File: src/rtl/amplitude_scale_if.sv
`default_nettype none
// ============================================================================
//  Module      : amplitude_scale_if
//  Description : Sample-in / DAC-out bundle for the amplitude_scale stage.
//  Revision    : 1.0  initial release
// ============================================================================
interface amplitude_scale_if #(
    parameter int DATA_W = 8
);
    logic [4:0]        amplitude;
    logic [DATA_W-1:0] sample_in;
    logic              sample_valid;
    logic              phase_wrap;
    logic [DATA_W-1:0] dac_data;
    logic              dac_valid;
    logic              ramp_busy;

    modport master (
        output amplitude, sample_in, sample_valid, phase_wrap,
        input  dac_data, dac_valid, ramp_busy
    );

    modport slave (
        input  amplitude, sample_in, sample_valid, phase_wrap,
        output dac_data, dac_valid, ramp_busy
    );
endinterface
`default_nettype wire

File: src/rtl/amplitude_scale.sv
`default_nettype none
// ============================================================================
//  Module      : amplitude_scale
//  Description : Attenuates offset-binary samples by 1/2/4/8/16 around midscale;
//                the divisor only moves at waveform phase wrap.
//  Revision    : 1.0  initial release
// ============================================================================
module amplitude_scale #(
    parameter int DATA_W  = 8,
    parameter bit RAMP_EN = 1'b1
) (
    input  logic              clk,
    input  logic              rst_n,
    amplitude_scale_if.slave  bus
);

    localparam logic [DATA_W-1:0] MID = {1'b1, {(DATA_W-1){1'b0}}};

    typedef enum logic [1:0] {
        HOLD  = 2'd0,
        ATTEN = 2'd1,
        GAIN  = 2'd2
    } state_t;

    state_t                   state_q, state_d;
    logic [2:0]               target_q, target_d;
    logic [2:0]               cur_q, cur_d;
    logic signed [DATA_W-1:0] s1_q, s1_d;
    logic [2:0]               sh1_q;
    logic                     v1_q;
    logic signed [DATA_W-1:0] y_d;
    logic [DATA_W-1:0]        dac_q, dac_d;
    logic                     v2_q;
    logic                     busy_q;
    logic                     wrap_d;

    assign wrap_d = bus.sample_valid & bus.phase_wrap;

    // Unsupported divisor codes keep the previous target.
    always_comb begin
        target_d = target_q;
        case (bus.amplitude)
            5'd1:    target_d = 3'd0;
            5'd2:    target_d = 3'd1;
            5'd4:    target_d = 3'd2;
            5'd8:    target_d = 3'd3;
            5'd16:   target_d = 3'd4;
            default: target_d = target_q;
        endcase
    end

    // A wrap coincident with an amplitude change still sees the old target_q.
    always_comb begin
        cur_d   = cur_q;
        state_d = HOLD;
        if (wrap_d) begin
            if (RAMP_EN) begin
                case (state_q)
                    ATTEN:   cur_d = cur_q + 3'd1;
                    GAIN:    cur_d = cur_q - 3'd1;
                    default: cur_d = cur_q;
                endcase
            end else begin
                cur_d = target_q;
            end
        end
        if (cur_d < target_d)
            state_d = ATTEN;
        else if (cur_d > target_d)
            state_d = GAIN;
        else
            state_d = HOLD;
    end

    assign s1_d  = $signed(bus.sample_in - MID);
    assign y_d   = s1_q >>> sh1_q;
    assign dac_d = v1_q ? (y_d + MID) : dac_q;

    always_ff @(posedge clk or negedge rst_n) begin
        if (!rst_n) begin
            state_q  <= HOLD;
            target_q <= 3'd0;
            cur_q    <= 3'd0;
            s1_q     <= '0;
            sh1_q    <= 3'd0;
            v1_q     <= 1'b0;
            dac_q    <= MID;
            v2_q     <= 1'b0;
            busy_q   <= 1'b0;
        end else begin
            state_q  <= state_d;
            target_q <= target_d;
            cur_q    <= cur_d;
            // The wrap sample itself already takes the updated shift.
            s1_q     <= s1_d;
            sh1_q    <= cur_d;
            v1_q     <= bus.sample_valid;
            dac_q    <= dac_d;
            v2_q     <= v1_q;
            busy_q   <= (state_d != HOLD);
        end
    end

    assign bus.dac_data  = dac_q;
    assign bus.dac_valid = v2_q;
    assign bus.ramp_busy = busy_q;

endmodule
`default_nettype wire

File: src/flat_wrapper.sv
// flat-port wrapper written by rule: the top's interface ports become plain ports
module amplitude_scale_flat 
#(
    parameter int DATA_W  = 8,
    parameter bit RAMP_EN = 1'b1
)
  (clk, rst_n, bus_amplitude, bus_sample_in, bus_sample_valid, bus_phase_wrap, bus_dac_data, bus_dac_valid, bus_ramp_busy);
  amplitude_scale_if #(.DATA_W(DATA_W)) bus_i ();
  input  logic clk;
  input  logic rst_n;
  input wire logic [$bits(bus_i.amplitude)-1:0] bus_amplitude;
  input wire logic [$bits(bus_i.sample_in)-1:0] bus_sample_in;
  input wire logic [$bits(bus_i.sample_valid)-1:0] bus_sample_valid;
  input wire logic [$bits(bus_i.phase_wrap)-1:0] bus_phase_wrap;
  output wire logic [$bits(bus_i.dac_data)-1:0] bus_dac_data;
  output wire logic [$bits(bus_i.dac_valid)-1:0] bus_dac_valid;
  output wire logic [$bits(bus_i.ramp_busy)-1:0] bus_ramp_busy;
  assign bus_i.amplitude = bus_amplitude;
  assign bus_i.sample_in = bus_sample_in;
  assign bus_i.sample_valid = bus_sample_valid;
  assign bus_i.phase_wrap = bus_phase_wrap;
  assign bus_dac_data = bus_i.dac_data;
  assign bus_dac_valid = bus_i.dac_valid;
  assign bus_ramp_busy = bus_i.ramp_busy;
  amplitude_scale #(.DATA_W(DATA_W), .RAMP_EN(RAMP_EN)) u_core (.clk(clk), .rst_n(rst_n), .bus(bus_i));
endmodule
File: config.mk
export PLATFORM = sky130hd
export DESIGN_NAME = amplitude_scale_flat
export DESIGN_NICKNAME = d
export VERILOG_FILES = /design/src/rtl/amplitude_scale_if.sv /design/src/rtl/amplitude_scale.sv /design/src/flat_wrapper.sv
export SDC_FILE = /design/constraint.sdc
export NUM_CORES = 1
export LEC_CHECK = 0
export CORE_UTILIZATION = 52
export CTS_BUF_LIST = sky130_fd_sc_hd__clkbuf_4 sky130_fd_sc_hd__clkbuf_8
export CTS_CLUSTER_SIZE = 14
export DETAILED_ROUTE_END_ITERATION = 10
export GPL_TIMING_DRIVEN = 0
export MAX_ROUTING_LAYER = met4
export PLACE_DENSITY = 0.81
export SKIP_LAST_GASP = 1
export SLEW_MARGIN = 40
export SYNTH_ARGS = -nofsm -noshare
export SYNTH_HDL_FRONTEND = slang
export SYNTH_SLANG_ARGS = --single-unit
File: constraint.sdc
create_clock -name clk -period 2.3 [get_ports clk]
set_input_delay 0.23 -clock clk [delete_from_list [all_inputs] [get_ports clk]]
set_output_delay 0.23 -clock clk [all_outputs]
set_load 0.01 [all_outputs]
==> metrics list <==
- IR analysis of the VDD net gives a maximum drop of 0.590 mV.
- The setup path with the least slack is of type flip-flop to flip-flop.
- Once placement completed, the tool counted placed cells totaling 177.
- Startpoint type of the worst setup path: flip-flop
- Final #Nets: 175
- Sw Pwr: 0.627 mW
- Die outline width: 52.7 um
* Fraction of power consumed by combinational cells: 0.507
* Iteration-0 DRC count of the detailed router: 25
- The longest clock path from root to sink contains 2 buffers.
- The tool flagged a number of max-cap violations equal to 0.
* Clock network fraction of design power: 0.119
- Share of total power in sequential cells: 0.374
- The run finished, with violations left.
- For this run, the number of Yosys warnings is 0.
- The checks that failed: DRC.
* Antenna diode count: 0
- The number of antenna violations at the first check in global routing came to 0.
* Total iterations of the first detailed-routing run: 9
- Maximum net fanout on the critical path: 3
- Using the TritonRoute via totals, the vias-per-cell ratio works out to 5.47.
- Compared with the post-synthesis result, the final layout area differs by 23.1%.
* Number of flops mapped to enable cells by yosys: 0
- The analysis attributes to cell leakage a power of 0.707 nW.
* Power Density: 1070 mW/mm^2
- The number of nets in the synthesized netlist is 147.
- The number of endpoints with negative hold slack in the final report was 0.
- Proportion of layout cells with a drive suffix above 1: 0.125
* Routed wire per std cell: 12.2 um
- Worst-case headroom to the max-slew limit: 0.614
- Of the total power, the share spent switching nets is 0.354.
* Core Region: 0.00245 sq mm
- Wire length after detailed routing: 2.21 mm
* Filler instances: 193
- Entering global routing, the biggest net connects 28 pins.
- Std cell rows: 18
* Slew Limit Fails: 0
- Data on the critical path arrives at its endpoint at 2.36 ns.
- Setup violations remaining at the end of the flow were counted as 0.
- The first global-routing pass estimated 4.03 mm of wire.
* Die span in y: 52.7 um
- Once routing completed, OpenROAD measured the worst setup slack at 0.158 ns.
- H-tree levels: 1
- Post-route setup TNS: 0 ns
- Total I/O pin count: 27
- For this run, asynchronously set or reset flops after synthesis account for 1.00.
- Via count of the first global-routing pass: 930
- Final hold slack: 0.312 ns
* Overall track demand over capacity in global routing: 0.201
* Routed vias: 995
- Footprint of the multi-input gates: 616 sq um
- The cell count after synthesis came out at 125.
* Final cell area excluding filler cells: 0.00165 sq mm
- Count leader, synth: dfrtp_1
* Critical path endpoint category: flip-flop
* Count of nets left with antenna violations after detail routing: 0
- Top cell type by total area after synthesis: dfrtp_1
- Mean cell area of the mapped netlist: 10.7 sq um
- Unrepaired setup endpoints after global routing: false
- Counting flops and latches in the post-synthesis netlist gives 27.
- Clock-pin slew was measured on the worst setup and hold paths at 0.15 ns.
- Die Outline Area: 0.00278 sq mm
* Power Internal: 1.14 mW
* Pre-CTS setup slack: -0.121 ns
- For this configuration, the core starts out at a cell density of 0.545.
- Synthesis instantiated 35 different standard cells from the library.
* Hold WC Path Type: input port to flip-flop
- The share of the Yosys chip area taken by registers is 0.506.
* Number of standard cells in the layout, taps in and fillers out: 182
- During placement, the flow inserted port buffers numbering 22.
- Cell area after placement: 0.00159 sq mm
- Post-Synthesis Cell Area: 0.00134 sq mm
* Primary flip-flop cell chosen by synthesis mapping: dfrtp_1
- For this run, the top clock speed supported by timing is 0.467 GHz.
* Postcts setup bufs: 0
- Count of unresolved DRC violations after routing: 2
* Flip-flop and latch area: 677 sq um
* Latest clock arrival within the worst-skew pair: 0.33 ns
* Total clock sinks: 27
* Num CTS Buffers: 3
- Final period util: 0.931
- The cell sitting at the root of the clock tree is a clkbuf_4.
- Routability Congestion: 0.832
- Clock skew: 0.0114 ns
* Ranking of synthesized cells by instance count: dfrtp_1 (26), nor2_1 (11), nand2_1 (10)
* Worst Max-Slew Pin Slew: 0.578 ns
- TritonCTS built the clock tree.
* Share of Yosys cell area claimed by the top area cell type: 0.486
- Post-DP HPWL: 1.69 mm
- Global routing finished with a remaining overflow of 0.
* Critical path required time: 2.52 ns
- After layout, the minimum clock period comes to 2.14 ns.
- Yosys attributes the largest share of cell area to dfrtp_1 (49%), mux2_2 (5.1%), mux2i_1 (4.5%).
[state kept, by name, summed over array words and instances (netlist names)]
signal                cells
u_core.v1_q               1
u_core.target_q           3
u_core.s1_q               8
u_core.cur_q              3
u_core.bus.ramp_busy      1
u_core.state_q            2
u_core.bus.dac_valid      1
u_core.bus.dac_data       8
[final timing paths]
path                                           to               from  cells past startpoint  slack [ns]
hold reg to reg              u_core.bus.dac_valid        u_core.v1_q                      0        0.39
setup / recovery                u_core.state_q[1]  u_core.state_q[0]                      8        0.16
min in group asynchronous  u_core.bus.dac_data[4]              rst_n                      2        0.40
setup reg to reg                u_core.state_q[1]  u_core.state_q[0]                      8        0.16
max in group asynchronous      u_core.target_q[1]              rst_n                      2        1.51
hold / removal                     u_core.s1_q[0]   bus_sample_in[0]                      1        0.31
[repair_timing]
action,CTS,global route
setup endpoints to repair,0,1
hold buffers,1,0
hold endpoints to repair,26,0
gates resized for setup,0,2
[power by group through the flow]
stage	Clock, mW	Sequential [mW]	Combinational [mW]
final	0.210	0.662	0.897
after global placement	0	0.671	0.830
after floorplan	0	0.700	0.566
after CTS	0.219	0.665	0.870
after global routing	0.239	0.679	1.01
after detailed placement	0	0.676	0.861
[critical path, cell delays in order, from the launching register on]
cell	delay [ns]
dfrtp_1	0.35
inv_1	0.04
ha_1	0.23
fa_1	0.48
mux2_2	0.31
ha_4	0.23
a21o_1	0.20
a21oi_2	0.15
a31oi_1	0.05
[cell usage in the layout (no fill, tap or decap), types with 2 or more instances in the layout]
master,Yosys,final
dfrtp_1,26,26
clkdlybuf4s50_1,0,21
nor2_1,11,11
nand2_1,10,10
mux2_2,6,6
clkbuf_1,6,6
o21ai_0,6,6
inv_1,6,6
mux2i_1,6,6
xnor2_1,5,5
a31oi_1,4,4
a211oi_1,3,3
ha_1,4,3
clkbuf_4,0,3
buf_2,1,2
or2_2,2,2
and3_1,2,2
nand3_1,2,2
o41ai_1,2,2
a21oi_1,3,2
nand2b_1,2,2
a21o_1,2,2
nor2b_1,2,2
[stage by stage]
step | utilization | power (mW)
6_report | 0.671 | 1.77
5_1_grt | 0.671 | 1.93
4_1_cts | 0.664 | 1.75
3_5_place_dp | 0.648 | 1.54
3_3_place_gp | 0.650 | 1.50
2_1_floorplan | - | 1.27
[cell type report]
cell class,instances,share of cell area
flip-flops and latches,27,0.411
multi-input cells,84,0.374
repair buffers,23,0.137
plain buffers,8,0.0236
well taps,30,0.0228
clock buffers,3,0.0137
inverters,6,0.0137
clock inverters,1,0.00456
[per-layer routing]
metal | up-vias | wire [um] | global-route usage
met4 | 0 | 0 | 0.0746
met2 | 29 | 1110 | 0.321
met5 | - | 0 | -
met1 | 472 | 1010 | 0.256
li1 | 494 | - | -
met3 | 0 | 91 | 0.0348
[cell families after synthesis]
group	count (synthesis)	synth area share
mux	12	0.0954
xor+xnor	6	0.0393
buf+inv	14	0.0458
flops	27	0.506
compound gates	28	0.146
simple gates	33	0.115
fa+ha+maj	5	0.0524
(Power assumes the default switching activity.)
